**config.mk**
```make
export PLATFORM = sky130hd
export DESIGN_NAME = seq_divider
export DESIGN_NICKNAME = d
export VERILOG_FILES = /design/src/rtl/seq_div_pkg.sv /design/src/rtl/div_step.sv /design/src/rtl/seq_divider.sv
export SDC_FILE = /design/constraint.sdc
export NUM_CORES = 1
export LEC_CHECK = 0
export CAP_MARGIN = 20
export CORE_MARGIN = 2
export CORE_UTILIZATION = 57
export CTS_BUF_LIST = sky130_fd_sc_hd__clkbuf_4 sky130_fd_sc_hd__clkbuf_8
export CTS_CLUSTER_DIAMETER = 200
export CTS_CLUSTER_SIZE = 10
export DETAILED_ROUTE_END_ITERATION = 7
export PLACE_DENSITY = 0.95
export SLEW_MARGIN = 20
export SYNTH_ARGS = -nofsm -noshare
export SYNTH_HDL_FRONTEND = slang
export SYNTH_HIERARCHICAL = 1
export SYNTH_SLANG_ARGS = --single-unit
```
**constraint.sdc**
```tcl
create_clock -name i_clk -period 4 [get_ports i_clk]
set_input_delay 1 -clock i_clk [delete_from_list [all_inputs] [get_ports i_clk]]
set_output_delay 1 -clock i_clk [all_outputs]
set_load 0.01 [all_outputs]
```
**src/rtl/seq_div_pkg.sv**
```systemverilog
// rtl/seq_div_pkg.sv - shared types and constants for the sequential divider
//
// Purpose: FSM state encoding, default operand widths and the step counter
//          width helper used by seq_divider and div_step.
// Ports:   none (package).
package seq_div_pkg;

  typedef enum logic [1:0] {
    IDLE = 2'd0,
    CALC = 2'd1,
    DONE = 2'd2
  } div_state_t;

  localparam int DIV_DIVIDEND_W = 4;
  localparam int DIV_DIVISOR_W  = 2;

  // Counter must hold 0..dividend_w so the last step index is representable.
  function automatic int cnt_width(input int dividend_w);
    return $clog2(dividend_w + 1);
  endfunction

endpackage

```
**src/rtl/div_step.sv**
```systemverilog
// rtl/div_step.sv - one combinational restoring-division step
//
// Purpose: shifts the next dividend bit into the partial remainder, tries a
//          subtraction of the divisor and restores if it would go negative.
// Ports:   part_rem  partial remainder from the previous step
//          in_bit    next dividend bit (MSB first)
//          divisor   unsigned divisor
//          next_rem  partial remainder after this step
//          q_bit     quotient bit produced by this step
module div_step
  import seq_div_pkg::*;
#(
  parameter int DIVISOR_W = DIV_DIVISOR_W
) (
  input  logic [DIVISOR_W-1:0] part_rem,
  input  logic                 in_bit,
  input  logic [DIVISOR_W-1:0] divisor,
  output logic [DIVISOR_W-1:0] next_rem,
  output logic                 q_bit
);

  // The partial remainder is always below the divisor, so it fits in
  // DIVISOR_W bits; the trial value needs one extra bit after the shift.
  logic [DIVISOR_W:0] trial;

  assign trial = {part_rem, in_bit};
  assign q_bit = (trial >= {1'b0, divisor});

  // Both results fit in DIVISOR_W bits: a successful subtraction leaves a
  // value below the divisor, and with a zero divisor the top bit is shifted
  // out on the next step anyway.
  assign next_rem = DIVISOR_W'(q_bit ? (trial - {1'b0, divisor}) : trial);

endmodule

```
**src/rtl/seq_divider.sv**
```systemverilog
// rtl/seq_divider.sv - multi-cycle unsigned restoring divider, one quotient bit per clock
//
// Purpose: accepts dividend/divisor over a valid/ready handshake, iterates
//          DIVIDEND_W restoring steps and returns quotient, remainder and a
//          divide-by-zero flag over a second valid/ready handshake.
// Config:  SEQ_DIV_ZERO_CHECK_EN - when defined, a zero divisor skips the
//          iteration and reports o_dbz=1; otherwise o_dbz is tied 0.
// Ports:   i_clk, i_rst_n (async assert, active-low)
//          i_valid/o_ready, i_dividend, i_divisor   operand handshake
//          o_valid/i_ready, o_quotient, o_remainder, o_dbz   result handshake
module seq_divider
  import seq_div_pkg::*;
#(
  parameter int DIVIDEND_W = DIV_DIVIDEND_W,
  parameter int DIVISOR_W  = DIV_DIVISOR_W
) (
  input  logic                  i_clk,
  input  logic                  i_rst_n,
  input  logic                  i_valid,
  output logic                  o_ready,
  input  logic [DIVIDEND_W-1:0] i_dividend,
  input  logic [DIVISOR_W-1:0]  i_divisor,
  output logic                  o_valid,
  input  logic                  i_ready,
  output logic [DIVIDEND_W-1:0] o_quotient,
  output logic [DIVISOR_W-1:0]  o_remainder,
  output logic                  o_dbz
);

  localparam int CNT_W = cnt_width(DIVIDEND_W);
  localparam logic [CNT_W-1:0] LAST_STEP = CNT_W'(DIVIDEND_W - 1);

  div_state_t            state;
  logic [CNT_W-1:0]      cnt;
  // Dividend bits leave from the MSB while quotient bits enter at the LSB,
  // so one register serves both; after DIVIDEND_W steps it holds the quotient.
  logic [DIVIDEND_W-1:0] dq;
  logic [DIVISOR_W-1:0]  dvs;
  logic [DIVISOR_W-1:0]  rem;
  logic [DIVISOR_W-1:0]  rem_next;
  logic                  q_bit;

  div_step #(
    .DIVISOR_W (DIVISOR_W)
  ) u_step (
    .part_rem (rem),
    .in_bit   (dq[DIVIDEND_W-1]),
    .divisor  (dvs),
    .next_rem (rem_next),
    .q_bit    (q_bit)
  );

`ifdef SEQ_DIV_ZERO_CHECK_EN
  logic dbz_q;
  assign o_dbz = dbz_q;
`else
  assign o_dbz = 1'b0;
`endif

  always_ff @(posedge i_clk or negedge i_rst_n) begin
    if (!i_rst_n) begin
      state       <= IDLE;
      o_ready     <= 1'b1;
      o_valid     <= 1'b0;
      cnt         <= '0;
      dq          <= '0;
      dvs         <= '0;
      rem         <= '0;
      o_quotient  <= '0;
      o_remainder <= '0;
`ifdef SEQ_DIV_ZERO_CHECK_EN
      dbz_q       <= 1'b0;
`endif
    end else begin
      case (state)
        IDLE: begin
          if (i_valid) begin
            dq      <= i_dividend;
            dvs     <= i_divisor;
            rem     <= '0;
            cnt     <= '0;
            o_ready <= 1'b0;
`ifdef SEQ_DIV_ZERO_CHECK_EN
            if (i_divisor == '0) begin
              // Report the same values the full iteration would produce.
              state       <= DONE;
              o_valid     <= 1'b1;
              o_quotient  <= '1;
              o_remainder <= i_dividend[DIVISOR_W-1:0];
              dbz_q       <= 1'b1;
            end else begin
              state <= CALC;
              dbz_q <= 1'b0;
            end
`else
            state <= CALC;
`endif
          end
        end

        CALC: begin
          dq  <= {dq[DIVIDEND_W-2:0], q_bit};
          rem <= rem_next;
          cnt <= cnt + 1'b1;
          if (cnt == LAST_STEP) begin
            state       <= DONE;
            o_valid     <= 1'b1;
            o_quotient  <= {dq[DIVIDEND_W-2:0], q_bit};
            o_remainder <= rem_next;
          end
        end

        DONE: begin
          if (i_ready) begin
            state   <= IDLE;
            o_valid <= 1'b0;
            o_ready <= 1'b1;
          end
        end

        default: begin
          state   <= IDLE;
          o_valid <= 1'b0;
          o_ready <= 1'b1;
        end
      endcase
    end
  end

endmodule

```
-- After elaboration in Yosys (flattened, before gate mapping)
Index checks and enable logic that the tools add are counted.
- bits of input ports: 10
- register bits: 21
- word-level logic and storage cells: 45
- reductions and logical operators: 8
- $add $sub $neg: 2
- magnitude comparators: 1
- multiplexer cells: 17
- equal/unequal tests: 6
- bitwise logic cells: 2
- operators with widths (operator ; count):
    $mux 2 ; 5
    $reduce_and 3->1 ; 3
    $pmux 4 s2 ; 1
    $ne 2x2->1 const B ; 3
    $pmux 1 s3 ; 2
    $pmux 2 s3 ; 1
    $pmux 3 s2 ; 1
    $reduce_and 2->1 ; 3
    $mux 1 ; 4
    $mux 4 ; 1
    $pmux 2 s2 ; 1
    $add 3x1->3 const B ; 1
    $eq 3x2->1 const B ; 1
    $ge 3x2->1 ; 1
    $mux 3 ; 1
    $eq 2x1->1 const B ; 1
    $eq 2x2->1 const B ; 1
    $logic_not 2->1 ; 1
    $not 1->1 ; 2
    $reduce_bool 2->1 ; 1
    $sub 2x2->2 ; 1

-- Logic depth before layout (Yosys ltp)
Gate-level depths: netlist (run 1).
- word-level depth: 3
- mapped depth: 6

-- Hierarchy
Netlist (run 1), hierarchy kept.
- modules (own cells, without submodules) (module ; area each (um^2) ; times used ; cells each):
    seq_divider ; 917.1 ; 1 ; 73
    div_step ; 98.8 ; 1 ; 13

-- Least setup slack after synthesis (run 1)
No wires, ideal clock.
- path type: register -> register
- from: register rem[0]
- to: register o_remainder[1]
- setup time: 0.125 ns
- stages on the path, launching flop included: 5
- data required time: 3.875 ns
- data arrival time: 1.449 ns
- buffers on the path: 0
- path slack: 2.427 ns
- cells stage by stage: dfrtp_1 > ha_1 > a2111oi_0 > a211oi_1 > mux2_2
- word-level cells in the longest chain between the ends: 2
- elaborated cells on any way between the ends: 3
- those cells by class: add/sub (1); order compare (1); mux (1)
- RTL lines (what ; line ; RTL):
    from (decl) ; seq_divider.sv:39 ; logic [DIVISOR_W-1:0] rem;
    from (signal assigned) ; seq_divider.sv:103 ; rem <= rem_next;
    $ge 3x2->1 / $sub 2x2->2 (equally long branches) ; div_step.sv:27, div_step.sv:32 ;
    $mux 2 (*) ; div_step.sv:32 ; assign next_rem = DIVISOR_W'(q_bit ? (trial - {1'b0, divisor}) : trial);
    via rem_next[1] ; seq_divider.sv:40 ; logic [DIVISOR_W-1:0] rem_next;
    to (signal assigned) ; seq_divider.sv:109 ; o_remainder <= rem_next;
    to (decl) ; seq_divider.sv:26 ; output logic [DIVISOR_W-1:0] o_remainder,
The timed path passes the listed nets; every way through them passes the cells marked *.
A chain may end at the register's enable or synchronous reset.

-- Worst setup path in the final report (run 1)
- from: register o_ready
- to: output o_ready
- RTL lines (what ; line ; RTL):
    from (decl) ; seq_divider.sv:20 ; output logic o_ready,
    from (signal assigned) ; seq_divider.sv:63 ; o_ready <= 1'b1;
    from (signal assigned) ; seq_divider.sv:82 ; o_ready <= 1'b0;
    from (signal assigned) ; seq_divider.sv:117 ; o_ready <= 1'b1;
No word-level cell between the ends.

==> results of run 1 <==
Yosys cell counts (all sizes together) (4+ instances only):
master and instances:
dfrtp 20, mux2 8, inv 6, o22ai 6, nor2 5, a21oi 4, ha 4
logic make-up after synthesis:
family	synth area share [%]
compound gates	16.9
fa+ha+maj	4.93
buf+inv	4.31
flops	51.8
mux	9.61
other cells	0.369
simple gates	12.1
layer usage:
metal / global-route usage (%) / vias to the layer above / wire (um)
met5: 0 / - / 0
met4: 5.14 / 0 / 19
met3: 2.75 / 3 / 63
met2: 39.2 / 19 / 1100
met1: 31.2 / 366 / 904
li1: - / 348 / -
area by class of cell:
class	instances	area (um2)	share of cell area (%)
Clock buffer	3	22.5	1.84
Sequential cell	21	527	43.0
Timing Repair Buffer	17	170	13.9
Inverter	6	22.5	1.84
Multi-Input combinational cell	57	445	36.3
Tap cell	25	31.3	2.55
Clock inverter	1	7.51	0.612
registers in the layout, indices dropped and copies added (netlist names):
signal,count
state,2
o_ready,1
dq,4
cnt,3
o_quotient,4
dvs,2
o_valid,1
o_remainder,2
rem,2
worst max-delay path by stage:
stage,from,end,slack [ns],cells after the start
after global routing,o_ready,o_ready,1.56,1
after floorplan,rem[0],o_remainder[1],2.43,4
final,o_ready,o_ready,1.59,1
after CTS,o_ready,o_ready,1.60,1
after global placement,i_valid,dvs[0],1.76,4
after detailed placement,i_valid,dvs[1],1.72,4
report_power, final:
| group | internal, uW | total, uW | leakage, uW | switching, uW |
|---|---|---|---|---|
| Clock | 38.2 | 107 | 0.0000139 | 69.1 |
| Sequential | 318 | 407 | 0.000239 | 88.5 |
| Combinational | 287 | 527 | 0.000268 | 240 |
through the flow:
| step | power (uW) | util (%) | std cells | worst slack, ns |
|---|---|---|---|---|
| after floorplan | 755 | - | 86 | 2.43 |
| after global placement | 888 | 70.0 | 126 | 1.76 |
| after detailed placement | 936 | 70.0 | 126 | 1.72 |
| after CTS | 1040 | 71.8 | 130 | 1.60 |
| after global routing | 1110 | 71.8 | 130 | 1.56 |
| final | 1040 | 71.8 | 130 | 1.59 |
==> flow_summary.yaml, run 1 <==
run_status:
  outcome: "finished, final reports clean"
setup_path:
  critPathTopFamily: "flip-flops"
  path_cells: "clkdlybuf4s50_1"
  worst-setup-path-type: "register to output port"
  max_stage_delay_ns: 0.57
  critPathBufInv: 1
  worstSetupEndpointType: "output port"
  r2r_slack_ns: 2.16
  r2r-start: "dq[3]"
  critPathMaxFanout: 3
  r2r-end: "o_remainder[1]"
  crit_slowest_cell: "dfstp_2"
  worstPathArrival_ns: 1.41
  crit_path_start_kind: "register"
  reg2regPathDepth: 5
  cp.required_ns: 3.00
detailed_routing:
  drt_iter0_markers: 26
  drtPass1Iterations: 4
  drcViolationCount: 0
  antenna_left: 0
  wl_per_cell_um: 16.0
  totalWireLength_mm: 2.08
  routed-via-count: 736
  drt-vias-per-instance: 5.66
place:
  hpwl_mm: 1.58
  place.gp.congestion: 0.904
  portBuffers: 17
  dpl-instance-area_um2: 1200
worst_hold_path:
  hold_path_depth: 1
  holdPathEnd: "o_quotient[0]"
  worstHoldStart: "o_quotient[0]"
  hp-class: "register to register"
clocking:
  cts_root_buf: "clkbuf_4"
  cts_sinks: 21
  cts_hold_buf: 0
  clkTransAtPathRegs_ns: 0.12
  tritoncts: "done"
  clock_latency_ns: 0.31
  cts_setup_buffers: 0
  h-tree-depth: 1
  numCtsBuffers: 3
  ctsResizeCount: 0
  cts.path.max_buffers: 2
timing:
  grt_setup_unrepaired: "false"
  fin_crit_sh_pct: 60.2
  relSlewSlack_pct: 38.4
  hold_slack_ns: 0.518
  drv_slew: 0
  max_freq_ghz: 0.416
  finalSetupViolations: 0
  finalSetupTns_ns: 0
  finalCriticalPeriod_ns: 2.41
  skew_ns: 0.000923
  hold_viol: 0
  worstMarginPinSlew_ns: 0.921
yosys:
  ys_top_cells_by_area: "dfrtp_1 49%, mux2_2 6.7%, ha_1 4.9%, o22ai_1 3.7%, mux2_4 3.0%"
  synth_edf_count: 0
  syn-num-nets: 100
  synthCells: 86
  yosysTopAreaCell: "dfrtp_1"
  ys_seq_area_share_pct: 51.8
  ys_warn_count: 6
  synth_seq_cells: 21
  synth_area_um2: 1020
  postSynth.asyncResetShare_pct: 100
  yosysUniqueCellTypes: 32
  yosysTopAreaCellShare_pct: 49.3
  synth-main-ff-cell: "dfrtp_1"
  syn_area_per_cell_um2: 11.8
global_route:
  grt_max_degree: 22
  antenna_found_initial: 0
  grt_pass1_vias: 721
  track_usage_pct: 23.0
  grt_pass1_wl_mm: 3.44
  grt-ovfl-total: 0
flow_run:
  drv_cap: 0
floorplanning:
  chipHeight_um: 46.2
  ios: 19
  initial_core_util_pct: 59.5
  dieWidth_um: 46.2
  die_area_um2: 2140
  core_um2: 1710
  fp-row-count: 15
power:
  power_leakage_uw: 0.000521
  p_per_area_nw_per_um2: 849
  vdd_drop_max_mv: 0.501
layout:
  final_cell_mix: "20 x dfrtp_1, 17 x clkdlybuf4s50_1, 6 x inv_1, 6 x o22ai_1, 6 x mux2_2"
  fin_area_um2: 1230
  area_growth_pct: 20.7
  diodes: 0
  mostFrequentLayoutCell: "dfrtp_1"
  drive_above_1_share_pct: 18.1
  nets: 120
  nFillCells: 125
No activity file was read; power rests on OpenSTA's default activity.
==> run 2, diff against run 1 <==
--- a/config.mk
+++ b/config.mk
@@ -7,12 +7,12 @@
 export LEC_CHECK = 0
 export CAP_MARGIN = 20
 export CORE_MARGIN = 2
-export CORE_UTILIZATION = 57
+export CORE_UTILIZATION = 53
 export CTS_BUF_LIST = sky130_fd_sc_hd__clkbuf_4 sky130_fd_sc_hd__clkbuf_8
 export CTS_CLUSTER_DIAMETER = 200
 export CTS_CLUSTER_SIZE = 10
 export DETAILED_ROUTE_END_ITERATION = 7
-export PLACE_DENSITY = 0.95
+export PLACE_DENSITY = 0.9
 export SLEW_MARGIN = 20
 export SYNTH_ARGS = -nofsm -noshare
 export SYNTH_HDL_FRONTEND = slang
==> constraint.sdc (replaced) <==
create_clock -name i_clk -period 2.29 [get_ports i_clk]
set_input_delay 0.5725 -clock i_clk [delete_from_list [all_inputs] [get_ports i_clk]]
set_output_delay 0.5725 -clock i_clk [all_outputs]
set_load 0.01 [all_outputs]
==> run 2 against run 1 <==
- combinational power is 73% higher
- clock skew is 0.0038 ns higher
- register-to-register slack worse by 1.7 ns
- critical path type unchanged
- global-route usage is 3.0 points lower
- die area is 6.9% higher
==> flow_summary.yaml, run 2 (synthesized netlist as in run 1, its figures left out) <==
place:
  place.gp.congestion: 0.888
  hpwl_mm: 1.55
  portBuffers: 17
  dp_cells: 127
  post-place-ws_ns: 0.458
clocking:
  clock_latency_ns: 0.31
  cts_root_buf: "clkbuf_4"
  cts.path.max_buffers: 2
  cts_setup_buffers: 0
  tritoncts: "done"
  clkTransAtPathRegs_ns: 0.11
  cts_sinks: 21
  numCtsBuffers: 3
  ctsResizeCount: 0
  cts_hold_buf: 0
  h-tree-depth: 1
floorplanning:
  core_um2: 1760
  initial_core_util_pct: 57.6
  ios: 19
  dieWidth_um: 47.8
  die_area_um2: 2280
  fp-row-count: 15
  chipHeight_um: 47.8
detailed_routing:
  antenna_left: 0
  routed-via-count: 720
  drt-vias-per-instance: 5.50
  totalWireLength_mm: 1.95
  drcViolationCount: 0
  drt_iter0_markers: 31
  wl_per_cell_um: 14.9
  drtPass1Iterations: 4
power:
  p_per_area_nw_per_um2: 1460
  power_uw: 1800
  power_leakage_uw: 0.000530
  vdd_drop_max_mv: 0.744
timing:
  setup_slack_ns: 0.313
  drv_slew: 0
  grt_setup_unrepaired: "false"
  finalCriticalPeriod_ns: 1.98
  finalSetupViolations: 0
  max_freq_ghz: 0.506
  skew_ns: 0.00473
  hold_viol: 0
  finalSetupTns_ns: 0
  fin_crit_sh_pct: 86.3
layout:
  stdcell_count: 131
  final_core_util_pct: 69.8
  reg_top3: "dq (4), o_quotient (4), cnt (3)"
  mostFrequentLayoutCell: "dfrtp_1"
  diodes: 0
  drive_above_1_share_pct: 18.9
  final_cell_mix: "20 x dfrtp_1, 17 x clkdlybuf4s50_1, 6 x inv_1, 6 x o22ai_1, 6 x mux2_2"
  area_growth_pct: 21.2
  nets: 121
setup_path:
  worst-setup-path-type: "register to output port"
  worstSetupEndpointType: "output port"
  crit_path_start_kind: "register"
  crit_slowest_cell: "dfstp_2"
  critPathMaxFanout: 3
  worstPathArrival_ns: 1.40
  startpoint: "o_ready"
  r2r-start: "rem[0]"
  critPathTopFamily: "flip-flops"
  cp.required_ns: 1.72
  path_cells: "clkdlybuf4s50_1"
  max_stage_delay_ns: 0.56
  critPathBufInv: 1
global_route:
  grt_pass1_wl_mm: 3.06
  grt-ovfl-total: 0
  grt_max_degree: 14
  antenna_found_initial: 0
  grt_pass1_vias: 706
  track_usage_pct: 20.0
flow_run:
  drv_cap: 0
worst_hold_path:
  hp-class: "register to register"
  worstHoldStart: "o_ready"
run_status:
  outcome: "finished, final reports clean"
run 2: power by group:
| group | switching (uW) | internal (uW) |
|---|---|---|
| Combinational | 409 | 503 |
| Sequential | 152 | 556 |
| Clock | 114 | 65.4 |
| Total | 675 | 1120 |
run 2: routing by layer:
metal / routed length (um) / up-vias / share of wire (%) / track usage, %
li1: - / 351 / - / -
met1: 883 / 348 / 45 / 26.0
met2: 961 / 16 / 49 / 32.5
met3: 65 / 5 / 3.3 / 2.26
met4: 38 / 0 / 1.9 / 10.8
met5: 0 / - / 0 / 0
run 2: stage by stage:
step	hold WS (ns)	area, um2
after floorplan	0.277	1020
after global routing	0.540	1230
after detailed placement	0.493	1200
after CTS	0.510	1230
final	0.515	1230
after global placement	0.483	1200
run 2: final timing paths:
| path | end | cells after the start | slack, ns |
|---|---|---|---|
| max | o_ready | 1 | 0.31 |
| min | o_ready | 2 | 0.52 |
| max reg2reg | o_remainder[1] | 4 | 0.48 |
| min reg2reg | o_ready | 2 | 0.52 |
| max in group asynchronous | dq[1] | 2 | 1.23 |
| min in group asynchronous | state[0] | 1 | 0.55 |
run 2: area by class of cell:
cell class                      count  area (um2)
Clock buffer                        3        22.5
Clock inverter                      1        5.00
Fill cell                         145         533
Inverter                            6        22.5
Multi-Input combinational cell     57         445
Sequential cell                    21         527
Tap cell                           25        31.3
Timing Repair Buffer               18         178
